==> config.mk <==
export PLATFORM = sky130hd
export DESIGN_NAME = mem_access_master
export DESIGN_NICKNAME = d
export VERILOG_FILES = /design/src/rtl/mem_if_defs.sv /design/src/rtl/mem_wait_counter.sv /design/src/rtl/mem_access_master.sv
export SDC_FILE = /design/constraint.sdc
export NUM_CORES = 1
export LEC_CHECK = 0
export CORE_MARGIN = 2
export CORE_UTILIZATION = 40
export CTS_BUF_LIST = sky130_fd_sc_hd__clkbuf_4 sky130_fd_sc_hd__clkbuf_8 sky130_fd_sc_hd__clkbuf_16
export CTS_CLUSTER_SIZE = 8
export DETAILED_ROUTE_END_ITERATION = 6
export MAX_ROUTING_LAYER = met4
export PLACE_DENSITY = 0.79
export SLEW_MARGIN = 10
export SYNTH_ARGS = -nofsm -noshare
export SYNTH_HDL_FRONTEND = slang
export SYNTH_SLANG_ARGS = --single-unit
export TNS_END_PERCENT = 20
==> constraint.sdc <==
create_clock -name clk -period 4.1 [get_ports clk]
set_clock_uncertainty 0.1 [all_clocks]
set_input_delay 0.82 -clock clk [delete_from_list [all_inputs] [get_ports clk]]
set_output_delay 0.82 -clock clk [all_outputs]
set_load 0.03 [all_outputs]
==> src/rtl/mem_if_defs.sv <==
// Shared definitions for the data-memory initiator: FSM encodings, bus defaults, alignment mask.
// Latency: n/a (definitions only).
// Backpressure: n/a.
package mem_if_defs;

    localparam int DATA_W_DEF = 32;
    localparam int ADDR_W_DEF = 32;

    // Access FSM encodings; values are fixed because external debug tooling decodes them.
    localparam logic [1:0] ST_IDLE   = 2'd0;
    localparam logic [1:0] ST_ACCESS = 2'd1;
    localparam logic [1:0] ST_DONE   = 2'd2;

    // Low address bits that must be zero for a word access.
    localparam logic [1:0] WORD_ALIGN_MASK = 2'b11;

    // The wait counter covers WAIT_CYCLES in 0..15.
    localparam int CNT_W = 4;
    typedef logic [CNT_W-1:0] wait_cnt_t;

    // A request is misaligned when any byte-offset bit is set.
    function automatic logic is_misaligned(input logic [1:0] addr_lo);
        return (addr_lo & WORD_ALIGN_MASK) != 2'b00;
    endfunction

endpackage

==> src/rtl/mem_wait_counter.sv <==
// Loadable 4-bit down-counter that times how long an access is held on the memory bus.
// Latency: load and decrement take effect on the next rising edge; zero is combinational from the count.
// Backpressure: none; en stalls the count, load overrides en.
module mem_wait_counter
    import mem_if_defs::*;
(
    input  logic      clk,
    input  logic      rst,
    input  logic      load,
    input  logic      en,
    input  wait_cnt_t load_val,
    output logic      zero
);

    wait_cnt_t cnt;

    // Load on accept, otherwise count down while enabled and not yet exhausted.
    always_ff @(posedge clk or posedge rst) begin
        if (rst) begin
            cnt <= '0;
        end else if (load) begin
            cnt <= load_val;
        end else if (en && (cnt != '0)) begin
            cnt <= cnt - 1'b1;
        end
    end

    assign zero = (cnt == '0);

endmodule

==> src/rtl/mem_access_master.sv <==
// Data-memory initiator: runs one load/store at a time, holding the bus for WAIT_CYCLES+1 cycles.
// Latency: resp_valid WAIT_CYCLES+2 cycles after accept (1 cycle for a misaligned request).
// Backpressure: req_ready only in IDLE; stall freezes the MEM stage while a request waits or is in ACCESS.
module mem_access_master
    import mem_if_defs::*;
#(
    parameter int DATA_W      = DATA_W_DEF,
    parameter int ADDR_W      = ADDR_W_DEF,
    parameter int WAIT_CYCLES = 0
) (
    input  logic              clk,
    input  logic              rst,
    input  logic              req_valid,
    input  logic              req_write,
    input  logic [ADDR_W-1:0] req_addr,
    input  logic [DATA_W-1:0] req_wdata,
    output logic              req_ready,
    output logic              resp_valid,
    output logic [DATA_W-1:0] resp_rdata,
    output logic              resp_err,
    output logic              stall,
    output logic              mem_read,
    output logic              mem_write,
    output logic [ADDR_W-1:0] mem_addr,
    output logic [DATA_W-1:0] mem_wdata,
    input  logic [DATA_W-1:0] mem_rdata
);

    localparam wait_cnt_t WAIT_LOAD = wait_cnt_t'(WAIT_CYCLES);

    logic [1:0] state;
    logic [1:0] state_nxt;
    logic       write_q;
    logic       err_q;
    logic       cnt_zero;
    logic       in_idle;
    logic       in_access;
    logic       in_done;
    logic       accept;
    logic       misaligned;

    assign in_idle    = (state == ST_IDLE);
    assign in_access  = (state == ST_ACCESS);
    assign in_done    = (state == ST_DONE);
    assign accept     = in_idle && req_valid;
    assign misaligned = is_misaligned(req_addr[1:0]);

    mem_wait_counter u_wait_cnt (
        .clk      (clk),
        .rst      (rst),
        .load     (accept),
        .en       (in_access),
        .load_val (WAIT_LOAD),
        .zero     (cnt_zero)
    );

    // Next-state: misaligned requests skip the bus and report immediately.
    always_comb begin
        state_nxt = state;
        case (state)
            ST_IDLE:   if (req_valid) state_nxt = misaligned ? ST_DONE : ST_ACCESS;
            ST_ACCESS: if (cnt_zero)  state_nxt = ST_DONE;
            ST_DONE:   state_nxt = ST_IDLE;
            default:   state_nxt = ST_IDLE;
        endcase
    end

    // State register; reset is asynchronous so the decoded strobes drop at once.
    always_ff @(posedge clk or posedge rst) begin
        if (rst) begin
            state <= ST_IDLE;
        end else begin
            state <= state_nxt;
        end
    end

    // Capture the request at accept; later req_* activity is ignored until IDLE again.
    always_ff @(posedge clk or posedge rst) begin
        if (rst) begin
            write_q   <= 1'b0;
            err_q     <= 1'b0;
            mem_addr  <= '0;
            mem_wdata <= '0;
        end else if (accept) begin
            write_q   <= req_write;
            err_q     <= misaligned;
            mem_addr  <= req_addr;
            mem_wdata <= req_wdata;
        end
    end

    // Sample load data at the end of the last ACCESS cycle; stores and errors leave it untouched.
    always_ff @(posedge clk or posedge rst) begin
        if (rst) begin
            resp_rdata <= '0;
        end else if (in_access && !write_q && cnt_zero) begin
            resp_rdata <= mem_rdata;
        end
    end

    // Moore outputs: write strobe only in the final ACCESS cycle gives exactly one write edge.
    assign mem_read   = in_access && !write_q;
    assign mem_write  = in_access && write_q && cnt_zero;
    assign req_ready  = in_idle;
    assign resp_valid = in_done;
    assign resp_err   = in_done && err_q;
    assign stall      = accept || in_access;

endmodule

# Word-level counts from Yosys, hierarchy flattened
# Cells that the tools add are included.
[classes]
addsub = 1
n_eq_ne = 4
mux = 6
reduce_logical = 15
[ops]
columns = ["op", "n"]
rows = [
  ["2-to-1 mux 4 bit", 2],
  ["logical AND 1 bit", 7],
  ["2-to-1 mux 2 bit", 3],
  ["zero test 4 bit", 1],
  ["!= test 2 bit (second input constant)", 2],
  ["one-hot mux 2 bit (2 select lines)", 1],
  ["nonzero test 2 bit", 2],
  ["nonzero test 4 bit", 1],
  ["subtractor 4 x 1 -> 4 bit (second input constant)", 1],
  ["equality test 2 x 1 -> 1 bit (second input constant)", 1],
  ["equality test 2 bit (second input constant)", 1],
  ["zero test 2 bit", 1],
  ["AND reduction 2 bit", 1],
  ["zero test 1 bit", 1],
  ["logical OR 1 bit", 1],
]
[word_totals]
register_bits = 104
input_bits = 100
output_inout_bits = 102
wordCells = 33

# Longest topological paths before layout
[logic_depth]
word_depth = 4
mapped_depth = 7
depth_no_buf = 5

# Hierarchy
# Synthesis repeated with hierarchy kept, for this count alone.
[hier_totals]
cells_unflattened = 259
area_unflattened_um2 = 4215.3
[modules_own_cells]
columns = ["mod", "n_inst", "cells_per_inst", "area_per_inst_um2", "seq_area_each_um2"]
rows = [
  ["mem_access_master", 1, 231, 3953.8, 2502.4],
  ["mem_wait_counter", 1, 28, 261.5, 100.1],
]

# Worst setup path before layout
# Ideal clock, no wire load.
[synth_path]
path_kind = "register to output"
from = "register u_wait_cnt.cnt[0]"
to = "output port mem_write"
arrival_ns = 1.284
required_ns = 3.180
setup_slack_ns = 1.896
path_stages_with_launch = 5
n_path_buf = 0
path_cell_list = "dfrtp_1 -> inv_1 -> ha_1 -> nor3b_1 -> and3_1"
[synth_between]
elab_chain_cells = 2
[synth_lines]
columns = ["item", "line", "text"]
rows = [
  ["start: declaration", "mem_wait_counter.sv:15", "wait_cnt_t cnt;"],
  ["start signal: assignment", "mem_wait_counter.sv:22", "cnt <= load_val;"],
  ["start signal: assignment", "mem_wait_counter.sv:24", "cnt <= cnt - 1'b1;"],
  ["zero test 4 bit", "mem_wait_counter.sv:28", "assign zero = (cnt == '0);"],
  ["logical AND 1 bit", "mem_access_master.sv:103", "assign mem_write = in_access && write_q && cnt_zero;"],
  ["end: declaration", "mem_access_master.sv:23", "output logic mem_write,"],
]
# No other way between the ends.

# Final worst setup path
# Ends and elaborated chain as after synthesis.

==> reports/qor.yml <==
power_and_ir_drop:
  p_total_w: 0.003942
  powerDensity_nw_per_um2: 608.6
  power.leakage_nw: 2.780
  ir_drop_mv: 0.3768
  p_int_w: 0.002569
  combPwrFrac: 0.451
  pwr-share-seq: 0.376
  clkPwrFrac: 0.172
  switching_share: 0.3483
  p_switching_w: 0.001373
worst_setup_path:
  cp_max_fo: 4
  required_ns: 3.18
  worst_setup_path_end_kind: "output pin"
  startpoint_type: "flip-flop"
  cp.arrival_ns: 2.34
  worstSetupPathType: "flip-flop to output pin"
sta:
  period_needed_ns: 3.263
  drv_slew: 0
  setup_viol: 0
  hold_viol: 0
  rsz0062_at_grt: "no"
  timing.final.crit_share: 0.7958
  setup_tns_ns: 0
  fmax_mhz: 306.5
  relSlewSlack: 0.3084
  tightest_slew_ns: 1.037
  whs_ns: 0.3889
clock_network:
  clk_latency_ns: 0.36
  hold_buffers: 0
  clkTransAtPathRegs_ns: 0.09
  cts_sinks: 104
  cts_made_buffers: 9
  htree_levels: 3
  cts_tree: "built"
  post-cts-setup-buffers: 0
  root_buffer: "clkbuf_8"
  cts_max_path_buffers: 2
  cts_resized: 0
yosys:
  synth_edf_count: 0
  synthArstFlopShare: 1.000
  synth.distinct_cells: 26
  ys.flop_type: "dfrtp_1"
  syn_area_sq_um: 4146
  yosysWarnings: 0
  ys_ff_latch: 104
  yosysSeqAreaShare: 0.6276
  avgSynthCellArea_sq_um: 16.52
  synth_area_leaders: "dfrtp_1 63%, mux2_2 18%, mux2_4 11%"
  synthDominantAreaCellType: "dfrtp_1"
  syn-num-nets: 353
  synthCells: 251
  synth.top_cell.area_share: 0.6276
route:
  post-route-drc-count: 0
  wl_per_cell_um: 15.91
  routed_wl_um: 9466
  dr.pass1.iters: 4
  viasPerCell: 4.703
  ant_nets: 0
  first_iter_violations: 53
  routed-via-count: 2798
global_route:
  track_usage: 0.1814
  grt_pass1_wl_um: 15270
  first_global_vias: 2923
  grt_max_degree: 58
  overflow: 0
  antenna_found_initial: 0
layout:
  area_delta_synth_final_pct: 56.19
  final_util: 0.6359
  stdcell_count: 595
  drive_above_1_share: 0.2593
  num_antenna_cells: 0
  fin_nets: 557
  final_common_cell: "clkdlybuf4s50_1"
  fill_cells: 764
  final_cell_mix: "201 x clkdlybuf4s50_1, 104 x dfrtp_1, 67 x mux2_2"
placement:
  place_inst: 580
  gp_congestion: 0.7450
  dp_hpwl_um: 6916
  portBuffers: 201
floorplan:
  start_util: 0.4071
  die_w_um: 105.8
  core_area_sq_um: 10180
  die_h_um: 105.8
  boundaryPins: 202
  rows: 37
  die-area_sq_um: 11200
run:
  drv_cap: 0
status:
  status: "completed"
worst_hold_path:
  worstHoldPathType: "flip-flop to flip-flop"
-- path summary, 6_finish.rpt --
path | start | endpoint | cells after the start | slack [ns]
min | err_q | err_q | 1 | 0.39
max reg2reg | u_wait_cnt.cnt[0] | resp_rdata[21] | 5 | 1.38
max in group asynchronous | rst | resp_rdata[27] | 3 | 2.38
min in group asynchronous | rst | mem_wdata[10] | 2 | 0.79
min reg2reg | err_q | err_q | 1 | 0.39
max | u_wait_cnt.cnt[0] | mem_write | 5 | 0.84
-- cell type report --
type                            instances  area [sq um]  share of cell area
Sequential cell                       104          2603              0.4019
Timing Repair Buffer                  204          2047              0.3161
Multi-Input combinational cell        131          1426              0.2202
Tap cell                              136         170.2             0.02628
Clock buffer                           11         138.9             0.02145
Clock inverter                          4         70.07             0.01082
Inverter                                5         21.27            0.003284
-- critical path, stage by stage, from the launching register on --
cell and delay (ns):
dfrtp_1 0.40, inv_1 0.11, ha_1 0.21, nor3b_1 0.36, and3_1 0.23, clkdlybuf4s50_1 0.68
-- per-layer routing --
metal / wire (um) / up-vias / global-route usage / part of all wire
met4: 160 / 0 / 0.07143 / 0.017
li1: - / 1285 / - / -
met2: 4737 / 113 / 0.2848 / 0.50
met3: 505 / 12 / 0.03711 / 0.053
met1: 4063 / 1388 / 0.2322 / 0.43
met5: 0 / - / - / 0
-- state kept, by name, summed over array words and instances (netlist names) --
register	count
mem_addr	32
err_q	1
write_q	1
u_wait_cnt.cnt	4
state	2
mem_wdata	32
resp_rdata	32
-- power groups by stage --
stage               logic [W]  registers [W]  clock network (W)
CTS                   0.00180        0.00149           0.000715
finish                0.00178        0.00148           0.000679
global placement      0.00177        0.00149                  0
detailed placement    0.00179        0.00150                  0
floorplan            0.000422        0.00208                  0
global route          0.00185        0.00152           0.000748
-- metrics by stage --
stage               setup slack, ns  instance area (sq um)
global route                 0.6830                   6476
global placement              1.059                   6267
detailed placement            1.027                   6267
floorplan                    0.4478                   4146
CTS                          0.7979                   6476
finish                       0.8372                   6476
-- cells by family after synthesis --
family,after synthesis,share of synthesized area
flip-flops,104,0.6276
AO/OA/AOI/OAI,10,0.01448
AND/OR/NAND/NOR,22,0.03138
adder cells (fa/ha/maj),2,0.006034
multiplexers,97,0.2906
buffers and inverters,16,0.02987
-- Yosys cell counts (3+ instances only) --
library cell / number
nand3_1: 3
buf_2: 6
inv_1: 5
mux2_2: 67
mux2_4: 30
nor2_1: 4
a21oi_1: 3
dfrtp_1: 104
buf_12: 3
o21ai_0: 3
(Power assumes the default switching activity.)
